--- config.mk ---
export PLATFORM = sky130hd
export DESIGN_NAME = oh_pipe_elastic
export DESIGN_NICKNAME = d
export VERILOG_FILES = /design/src/rtl/oh_pipe_elastic.sv
export SDC_FILE = /design/constraint.sdc
export NUM_CORES = 1
export LEC_CHECK = 0
export BUFFER_PORTS_ARGS = -buffer_cell sky130_fd_sc_hd__buf_2
export CORE_MARGIN = 2
export CORE_UTILIZATION = 52
export CTS_CLUSTER_SIZE = 12
export DETAILED_ROUTE_END_ITERATION = 6
export PLACE_DENSITY = 0.8
export SLEW_MARGIN = 15
export SYNTH_ARGS = -nofsm -noshare
export SYNTH_HDL_FRONTEND = slang
export SYNTH_SLANG_ARGS = --single-unit
--- constraint.sdc ---
create_clock -name clk -period 4.1 [get_ports clk]
set_input_delay 0.82 -clock clk [delete_from_list [all_inputs] [get_ports clk]]
set_output_delay 0.82 -clock clk [all_outputs]
set_load 0.005 [all_outputs]
--- src/rtl/oh_pipe_elastic.sv ---
// rtl/oh_pipe_elastic.sv - DW-wide DEPTH-stage elastic retiming pipeline with valid/ready flow control
module oh_pipe_elastic #(
  parameter int DW    = 8,
  parameter int DEPTH = 2,
  parameter int CW    = $clog2(DEPTH + 1)
) (
  input  logic          clk,
  input  logic          nreset,
  input  logic          flush,
  input  logic          valid_in,
  input  logic [DW-1:0] in,
  output logic          ready_in,
  output logic          valid_out,
  output logic [DW-1:0] out,
  input  logic          ready_out,
  output logic [CW-1:0] count
);

  logic [DEPTH-1:0] v_q, v_d;
  logic [DEPTH-1:0] ld;
  logic [DW-1:0]    d_q [DEPTH];
  logic [DW-1:0]    d_d [DEPTH];
  logic [CW-1:0]    count_q, count_d;
  logic             chain;

  // A stage may load when it is empty or the stage after it is moving;
  // the temporary keeps the OR chain free of self-referencing vector bits.
  always_comb begin
    ld    = '0;
    chain = ~v_q[DEPTH-1] | ready_out;
    ld[DEPTH-1] = chain;
    for (int i = DEPTH - 2; i >= 0; i--) begin
      chain = ~v_q[i] | chain;
      ld[i] = chain;
    end
  end

  assign ready_in = ld[0] & ~flush;

  always_comb begin
    v_d = v_q;
    for (int i = 0; i < DEPTH; i++) begin
      d_d[i] = d_q[i];
    end

    if (ld[0]) begin
      v_d[0] = valid_in;
      if (valid_in && !flush) begin
        d_d[0] = in;
      end
    end

    // Bubbles advance their valid bit but never overwrite held data.
    for (int i = 1; i < DEPTH; i++) begin
      if (ld[i]) begin
        v_d[i] = v_q[i-1];
        if (v_q[i-1] && !flush) begin
          d_d[i] = d_q[i-1];
        end
      end
    end

    if (flush) begin
      v_d = '0;
    end

    count_d = '0;
    for (int i = 0; i < DEPTH; i++) begin
      count_d = count_d + CW'(v_d[i]);
    end
  end

  always_ff @(posedge clk or negedge nreset) begin
    if (!nreset) begin
      v_q     <= '0;
      count_q <= '0;
      for (int i = 0; i < DEPTH; i++) begin
        d_q[i] <= '0;
      end
    end else begin
      v_q     <= v_d;
      count_q <= count_d;
      for (int i = 0; i < DEPTH; i++) begin
        d_q[i] <= d_d[i];
      end
    end
  end

  assign valid_out = v_q[DEPTH-1];
  assign out       = d_q[DEPTH-1];
  assign count     = count_q;

endmodule

# Word-level counts from Yosys, hierarchy flattened

Cells that the tools add are included.

Bitwise gates (word level): 6
Multiplexer cells: 3
Reduce and logical (&&, ||, !) cells: 5
Add/subtract/negate cells: 1

Operators by type and width:

| operator             | count |
|---|---|
| AND reduction 2 bit  | 2 |
| NOT 1 bit            | 3 |
| adder 1 x 1 -> 2 bit | 1 |
| logical AND 1 bit    | 2 |
| 2-to-1 mux 1 bit     | 2 |
| 2-to-1 mux 2 bit     | 1 |
| bitwise OR 1 bit     | 2 |
| bitwise AND 1 bit    | 1 |
| logical NOT 1 bit    | 1 |

Word-level logic and storage cells: 19
Input port bits: 13
Bits in registers: 20

# Depth between registers and ports, before layout

Gate-level depths: netlist of the first run.

Depth after elaboration: 6
Depth in mapped cells: 4
Gate-level depth less buffers: 4

# Worst setup path after synthesis of the first run

No wires, ideal clock.

Kind: in2reg
From: in ready_out
To: reg d_q (netlist bit out[0])
Buffers on the path: 0
Library setup time: 0.125 ns
Required time: 3.975 ns
Stages: 3
Arrival: 1.814 ns
Setup slack: 2.161 ns
Cell sequence: and2b_2 nor3b_2 mux2_2

Cells in the longest elaborated chain, start to end: 2

RTL lines:

| element                        | RTL line | source |
|---|---|---|
| start: declaration             | 15       | `input logic ready_out,` |
| bitwise OR 1 bit               | 30       | `chain = ~v_q[DEPTH-1] \| ready_out;` |
| AND reduction 2 bit (no line)  | --       |  |
| end signal: indexed assignment | 84       | `d_q[i] <= d_d[i];` |
| end: declaration               | 21       | `logic [DW-1:0] d_q [DEPTH];` |

No other way between the ends.
A chain may end at the register's enable or synchronous reset.

# Worst setup path after layout of the first run

From: in ready_out
To: out ready_in

Cells in the longest elaborated chain, start to end: 3

RTL lines:

| element           | RTL line | source |
|---|---|---|
| bitwise OR 1 bit  | 30       |  |
| bitwise OR 1 bit  | 33       | `chain = ~v_q[i] \| chain;` |
| bitwise AND 1 bit | 38       | `assign ready_in = ld[0] & ~flush;` |
| end: declaration  | 12       | `output logic ready_in,` |

No other way between the ends.

==> impl_metrics.yaml, run 1 <==
status:
  status: "completed"
detailed_routing:
  viasPerCell: 4.99
  wl_per_cell_um: 12.6
  drc: 0
  first_pass_iters: 2
  drt_iter0_drc: 1
  wirelength_um: 1130
  ant_nets: 0
  vias: 444
yosys:
  synth_seq_cells: 20
  synthArstFlopShare: 1.00
  syn_nets: 69
  synth.top_cells.by_count: "20 x dfrtp_1, 8 x buf_4, 8 x mux2_2, 8 x mux2_4, 5 x nor2_1"
  syn_avg_cell_area_um2: 15.5
  synth_top_area_cell: "dfrtp_1"
  synth-seq-area-share: 0.587
  synth_top_area_share: 0.587
  synth_flop_cell: "dfrtp_1"
  synth_most_common_cell: "dfrtp_1"
  netlist-cell-type-count: 11
  synth_edf_count: 0
  synth_area_leaders: "dfrtp_1 59%, mux2_4 14%, mux2_2 11%"
  synthCells: 55
  yosysWarningCount: 0
  syn_area_um2: 853
worst_setup_path:
  cp.arrival_ps: 1320
  worstPathCellList: "buf_2 -> and3b_2 -> nor2_1 -> buf_2"
  reg2regPathDepth: 3
  critPathRequiredTime_ps: 3280
  critPathCaptureType: "output port"
  cp_slowest_cell: "and3b_2"
  path_class: "input pin to output port"
  cpPeakStageDelay_ps: 240
  start_kind: "input pin"
  rr_startpoint: "v_q[1]"
  r2r_setup_slack_ps: 2420
  worstReg2RegEnd: "d_q[13]"
  crit_path_frequent_cell: "buf_2"
  path_max_fanout: 3
cts:
  ctsHoldBuffers: 0
  cts.clk_slew.worst_paths_ps: 100
  clkSinkCount: 20
  clkLatencyLatePin_ps: 280
  tritoncts: "yes"
  h-tree-depth: 1
  cts_resized: 0
  cts_made_buffers: 3
  cts_setup_buffers: 0
  cts_buffer_depth: 2
  cts_root_buf: "clkbuf_4"
global_routing:
  grt_pass1_wl_um: 1950
  antenna_found_initial: 0
  overflow: 0
  grt_max_degree: 21
  grtUsageTotal: 0.137
  grt_pass1_vias: 456
power_and_ir_drop:
  leakagePower_uw: 0.000495
  vdd_ir_drop_max_uv: 194
  power.density_nw_per_um2: 452
sta:
  setup_tns_ps: 0
  whs_ps: 457
  fmax_mhz: 468
  min_period_ps: 2140
  setup_viol: 0
  worstMarginPinSlew_ps: 648
  finClkSkew_ps: 1.52
  rsz0062_at_grt: "no"
  hold_viol_final: 0
  finalCritPeriodShare: 0.521
  finalMaxSlewViolations: 0
  slew_headroom: 0.566
die:
  dieArea_um2: 1980
  row_count: 14
  num_io_pins: 25
  core_area_um2: 1520
  die-height_um: 44.5
  fp.dieW_um: 44.5
  initial_core_util: 0.560
layout:
  syn_to_final_growth_pct: 10.7
  final_nets: 89
  drive_gt1_frac: 0.630
  fin_area_um2: 945
  insertedDiodeCount: 0
placement:
  gp_congestion: 0.684
  place_area_um2: 922
  portBuffers: 24
hold_path:
  hold_class: "input pin to async pin"
job:
  maxCapViolations: 0
==> cells by family (layout without fill, tap and decap cells) <==
group,Yosys count,count (layout),synth area share
adder cells (fa/ha/maj),1,1,0.0147
AND/OR/NAND/NOR,9,9,0.0689
multiplexers,16,16,0.246
flip-flops,20,20,0.587
buffers and inverters,9,27,0.0836
==> layout by cell type (no fill, tap or decap), drive strengths merged <==
| cell | instances |
|---|---|
| or3b | 1 |
| dfrtp | 20 |
| ha | 1 |
| nor3b | 1 |
| and3b | 1 |
| clkbuf | 3 |
| and2b | 1 |
| buf | 24 |
| mux2 | 16 |
| nor2 | 5 |
==> power by group <==
| part | internal (µW) | leakage, µW | switching [µW] |
|---|---|---|---|
| clock | 34.0 | 0.0000138 | 51.2 |
| combinational | 58.0 | 0.000239 | 30.1 |
| sequential | 235 | 0.000242 | 18.2 |
==> routing by layer <==
layer  wire, µm  share of wire  vias to the layer above  GRT usage
met4          0              0                        0     0.0545
met1        529           0.47                      216      0.184
li1           -              -                      214          -
met2        525           0.47                       14      0.212
met5          0              0                        -          0
met3         71          0.063                        0     0.0367
==> cell type report <==
class                      instances  area, µm²
fill                             122        579
sequential                        20        500
multi-input combinational         26        282
timing repair buffer              24        120
clock buffer                       3       22.5
tap                               16       20.0
==> worst max-delay path by stage <==
stage | startpoint | to | slack [ps] | depth (start not counted)
after floorplan | ready_out | ready_in | 2160 | 2
after global placement | ready_out | out[2] | 1880 | 4
after detailed placement | ready_out | out[1] | 1880 | 4
after CTS | ready_out | ready_in | 1960 | 4
after global routing | ready_out | ready_in | 1930 | 4
final | ready_out | ready_in | 1960 | 4
==> worst max-delay path, delay by kind of cell <==
kind	cells	cell delay [ps]
buffers and inverters	2	220
AND/OR/NAND/NOR	2	280
==> metrics by stage <==
stage	util	std cells	setup slack [ps]	power [µW]
global route	0.620	89	1930	452
finish	0.620	89	1960	427
global placement	0.605	86	1880	344
CTS	0.620	89	1960	432
floorplan	-	55	2160	338
detailed placement	0.605	86	1880	347
==> sequential cells by signal, indices dropped and copies added, names as in the netlist <==
register,count
d_q,8
out,8
v_q,2
count,2
No activity file was read; power rests on OpenSTA's default activity.
==> run 2: changes to the inputs <==
--- a/config.mk
+++ b/config.mk
@@ -7,10 +7,10 @@
 export LEC_CHECK = 0
 export BUFFER_PORTS_ARGS = -buffer_cell sky130_fd_sc_hd__buf_2
 export CORE_MARGIN = 2
-export CORE_UTILIZATION = 52
+export CORE_UTILIZATION = 49
 export CTS_CLUSTER_SIZE = 12
 export DETAILED_ROUTE_END_ITERATION = 6
-export PLACE_DENSITY = 0.8
+export PLACE_DENSITY = 0.76
 export SLEW_MARGIN = 15
 export SYNTH_ARGS = -nofsm -noshare
 export SYNTH_HDL_FRONTEND = slang
==> constraint.sdc (replaced) <==
create_clock -name clk -period 2.2 [get_ports clk]
set_input_delay 0.44 -clock clk [delete_from_list [all_inputs] [get_ports clk]]
set_output_delay 0.44 -clock clk [all_outputs]
set_load 0.005 [all_outputs]
==> run 2 against run 1 <==
Cell area up 2.4%. Clock-buffer cell count up 1. Hold slack worse by 400 ps. Critical endpoint is now d_q[12]. Global-route usage grew 1.2 points. Utilization down 4.7 points. Clock power grew 140%. Die area grew 5.6%. Total power grew 99%. Register-to-register slack worse by 1900 ps.
==> impl_metrics.yaml, run 2 (same netlist as run 1, synthesis figures left out) <==
status:
  status: "completed"
global_routing:
  antenna_found_initial: 0
  grt_pass1_vias: 475
  grt_max_degree: 21
  grt_pass1_wl_um: 2080
  overflow: 0
  grtUsageTotal: 0.149
worst_setup_path:
  crit_family: "simple AND/OR/NAND/NOR gates"
  cp.depth: 3
  start_kind: "register"
  cp_num_buf_inv: 0
  worstPathCellList: "and3b_2 -> or3b_1 -> mux2_4"
  crit_start: "v_q[1]"
  path_max_fanout: 8
  rr_startpoint: "v_q[1]"
  cp_slowest_cell: "or3b_1"
  cpPeakStageDelay_ps: 570
  critPathCaptureType: "register"
  cp.arrival_ps: 1870
  r2r_setup_slack_ps: 530
  path_class: "register to register"
  worstReg2RegEnd: "d_q[12]"
  critPathRequiredTime_ps: 2390
  crit_path_end: "d_q[12]"
  reg2regPathDepth: 3
die:
  dieArea_um2: 2090
  initial_core_util: 0.505
  num_io_pins: 25
  die-height_um: 45.7
  fp.dieW_um: 45.7
  core_area_um2: 1690
  row_count: 15
cts:
  cts_resized: 0
  clkLatencyLatePin_ps: 300
  tritoncts: "yes"
  cts.clk_slew.worst_paths_ps: 100
  ctsHoldBuffers: 0
  cts_root_buf: "clkbuf_4"
  h-tree-depth: 1
  clkSinkCount: 20
  cts_buffer_depth: 2
  cts_setup_buffers: 0
  cts_made_buffers: 3
sta:
  min_period_ps: 1670
  finalMaxSlewViolations: 0
  hold_viol_final: 0
  setup_tns_ps: 0
  fin_ws_ps: 526
  finClkSkew_ps: 1.76
  fmax_mhz: 597
  slew_headroom: 0.689
  rsz0062_at_grt: "no"
  finalCritPeriodShare: 0.761
  worstMarginPinSlew_ps: 466
  setup_viol: 0
detailed_routing:
  drt_iter0_drc: 2
  wl_per_cell_um: 13.9
  wirelength_um: 1280
  first_pass_iters: 4
  drc: 0
  vias: 475
  ant_nets: 0
  viasPerCell: 5.16
power_and_ir_drop:
  leakagePower_uw: 0.000507
  sw_frac_of_total: 0.235
  vdd_ir_drop_max_uv: 511
  power.share.sequential: 0.558
  power.density_nw_per_um2: 876
  p_comb_frac: 0.198
  p_int_uw: 648
  p_sw_uw: 199
  pwr-share-clk: 0.245
  total_power_uw: 847
placement:
  place_area_um2: 931
  pre_cts_ws_ps: 399
  portBuffers: 24
  gp_congestion: 0.674
layout:
  fin_area_um2: 967
  final_nets: 90
  layout_common_cells: "24 x buf_2, 20 x dfrtp_1, 8 x mux2_4, 8 x mux2_2, 5 x nor2_1"
  insertedDiodeCount: 0
  drive_gt1_frac: 0.640
  syn_to_final_growth_pct: 13.3
  nFillCells: 144
  final_common_cell: "buf_2"
job:
  maxCapViolations: 0
hold_path:
  hold_class: "input pin to async pin"
-- run 2: cell count changes in the layout (fill, tap and decap cells not counted) --
cell,before,now
buf_4,0,1
clkbuf_8,0,1
-- run 2: cell type report --
cell class	instances	area [µm²]	area share
timing repair buffer	25	128	0.132
sequential	20	500	0.517
clock buffer	4	36.3	0.0375
tap	17	21.3	0.0220
multi-input combinational	26	282	0.291
-- run 2: how the worst min path moves through the flow --
stage / endpoint
floorplan: count[0]
global placement: out[5]
detailed placement: out[1]
CTS: out[1]
global route: out[5]
finish: out[1]
-- run 2: stage by stage --
stage / cells / util / hold slack (ps)
final: 92 / 0.573 / 57.7
after global routing: 92 / 0.573 / 73.7
after CTS: 92 / 0.573 / 60.9
after detailed placement: 88 / 0.551 / 407
after global placement: 88 / 0.551 / 403
after floorplan: 55 / - / 144
-- run 2: per-layer routing --
metal  part of all wire  vias up  global-route usage
met5                  0        -                   0
met4              0.019        0              0.0686
met3              0.074        4              0.0794
met2               0.44       19               0.217
met1               0.47      233               0.183
li1                   -      219                   -
-- run 2: power groups by stage --
stage                     registers (µW)  logic [µW]  clock network, µW
after floorplan                      471         158                  0
after global placement               477         166                  0
after detailed placement             480         170                  0
after CTS                            473         171                222
after global routing                 484         187                232
final                                472         167                207
==> run 3: changes to the inputs <==
--- a/config.mk
+++ b/config.mk
@@ -7,10 +7,10 @@
 export LEC_CHECK = 0
 export BUFFER_PORTS_ARGS = -buffer_cell sky130_fd_sc_hd__buf_2
 export CORE_MARGIN = 2
-export CORE_UTILIZATION = 49
+export CORE_UTILIZATION = 44
 export CTS_CLUSTER_SIZE = 12
 export DETAILED_ROUTE_END_ITERATION = 6
-export PLACE_DENSITY = 0.76
+export PLACE_DENSITY = 0.72
 export SLEW_MARGIN = 15
 export SYNTH_ARGS = -nofsm -noshare
 export SYNTH_HDL_FRONTEND = slang
==> constraint.sdc (replaced) <==
create_clock -name clk -period 1.36 [get_ports clk]
set_input_delay 0.272 -clock clk [delete_from_list [all_inputs] [get_ports clk]]
set_output_delay 0.272 -clock clk [all_outputs]
set_load 0.005 [all_outputs]
==> run 3 against run 2 <==
The run now ends with setup timing left. Register-to-register slack lost 710 ps. Cell area grew 16%. Setup slack lost 710 ps. Clock power grew 130%. Sequential power grew 63%. Sequential share of layout area shrank 7.0 points. Final cell count grew 17%. Routed wire length grew 15%. Critical path depth grew 1. Critical path type unchanged. Largest cell class unchanged.
==> impl_metrics.yaml, run 3 (same netlist as run 1, synthesis figures left out) <==
cts:
  clkSinkCount: 20
  cts_setup_buffers: 0
  cts.clk_slew.worst_paths_ps: 120
  tritoncts: "yes"
  cts_buffer_depth: 2
  h-tree-depth: 1
  cts_root_buf: "clkbuf_4"
  cts_made_buffers: 3
  clkLatencyLatePin_ps: 300
sta:
  slew_headroom: 0.713
  finalCritPeriodShare: 1.13
  fin_ws_ps: -180
  finClkSkew_ps: 7.95
  setup_viol: 17
  rsz0062_at_grt: "yes"
  min_period_ps: 1540
  hold_viol_final: 0
  finalMaxSlewViolations: 0
  worstMarginPinSlew_ps: 431
  fmax_mhz: 650
detailed_routing:
  wirelength_um: 1470
  vias: 489
  first_pass_iters: 4
  drt_iter0_drc: 3
  wl_per_cell_um: 13.6
  viasPerCell: 4.53
  ant_nets: 0
  drc: 0
worst_setup_path:
  critPathCaptureType: "register"
  start_kind: "register"
  r2r_setup_slack_ps: -180
  critPathRequiredTime_ps: 1550
  crit_start: "v_q[1]"
  cp.arrival_ps: 1730
  rr_startpoint: "v_q[1]"
  worstReg2RegEnd: "d_q[15]"
  reg2regPathDepth: 4
  path_max_fanout: 4
  path_class: "register to register"
status:
  violations: "setup timing"
  status: "finished with violations"
global_routing:
  global_route.usage.met2: 0.232
  grt_pass1_wl_um: 2210
  grtUsageTotal: 0.150
  grt_most_used_layer: "met2"
  met1_usage: 0.178
  use_met3: 0.0604
  grt_max_degree: 21
  grt_pass1_vias: 505
  overflow: 0
  antenna_found_initial: 0
die:
  core_area_um2: 1780
  dieArea_um2: 2310
  initial_core_util: 0.479
  num_io_pins: 25
  fp.dieW_um: 48.0
  die-height_um: 48.0
  row_count: 15
power_and_ir_drop:
  vdd_ir_drop_max_uv: 1070
  power.density_nw_per_um2: 1430
  leakagePower_uw: 0.000585
  total_power_uw: 1590
job:
  maxCapViolations: 0
layout:
  drive_gt1_frac: 0.711
  layout_common_cells: "24 x buf_2, 20 x dfrtp_1, 16 x mux2_4"
  fin_util: 0.627
  final_nets: 98
  syn_to_final_growth_pct: 30.9
  insertedDiodeCount: 0
  nFillCells: 147
  final_common_cell: "buf_2"
hold_path:
  hold_class: "input pin to register"
  min_to: "d_q[13]"
  hp-start: "in[5]"
  whs_path_depth: 2
placement:
  hpwl_um: 1080
  gp_congestion: 0.710
  portBuffers: 24
run 3: stage by stage:
stage	hold slack (ps)	setup slack [ps]	cell area (µm²)	cells	TNS, ps
2_1_floorplan	-23.6	-152	878	55	-2150
3_3_place_gp	233	-156	1020	103	-2230
3_5_place_dp	233	-183	1020	103	-2600
4_1_cts	181	-172	1110	108	-2590
5_1_grt	159	-222	1120	108	-3460
6_report	188	-180	1120	108	-2700
run 3: how the worst max path moves through the flow:
stage / endpoint / cells after the start / slack, ps
CTS: d_q[11] / 4 / -170
floorplan: d_q[10] / 4 / -150
finish: d_q[15] / 4 / -180
global placement: d_q[12] / 4 / -160
detailed placement: d_q[11] / 4 / -180
global route: out[6] / 5 / -220
run 3: per-layer routing:
layer / wire length [µm] / share of wire
met5: 0 / 0
met4: 18 / 0.012
met3: 65 / 0.044
met2: 683 / 0.47
met1: 699 / 0.48
run 3: worst max-delay path: stages, from the launching register on:
cell     delay [ps]
dfrtp_1         400
and3b_2         220
or3b_4          390
buf_6           140
mux2_4          290
run 3: layout make-up:
class,count,area [µm²],share of cell area
clock buffers,3,22.5,0.0202
clock inverters,1,30.0,0.0269
multi-input cells,26,328,0.293
flip-flops and latches,20,500,0.448
well taps,25,31.3,0.0280
repair buffers,33,205,0.184
run 3: power breakdown:
| part | switching (µW) | leakage (µW) | total (µW) | internal (µW) |
|---|---|---|---|---|
| Combinational | 106 | 0.000316 | 343 | 237 |
| Clock | 185 | 0.0000279 | 483 | 298 |
| Sequential | 58.0 | 0.000242 | 767 | 709 |
run 3: what timing repair did:
| action | CTS | global route |
|---|---|---|
| pin swaps | 1 | 0 |
| hold endpoints to repair | 20 | 0 |
| gates resized for setup | 8 | 3 |
| hold buffers | 1 | 0 |
| endpoints found under the setup margin | 17 | 18 |
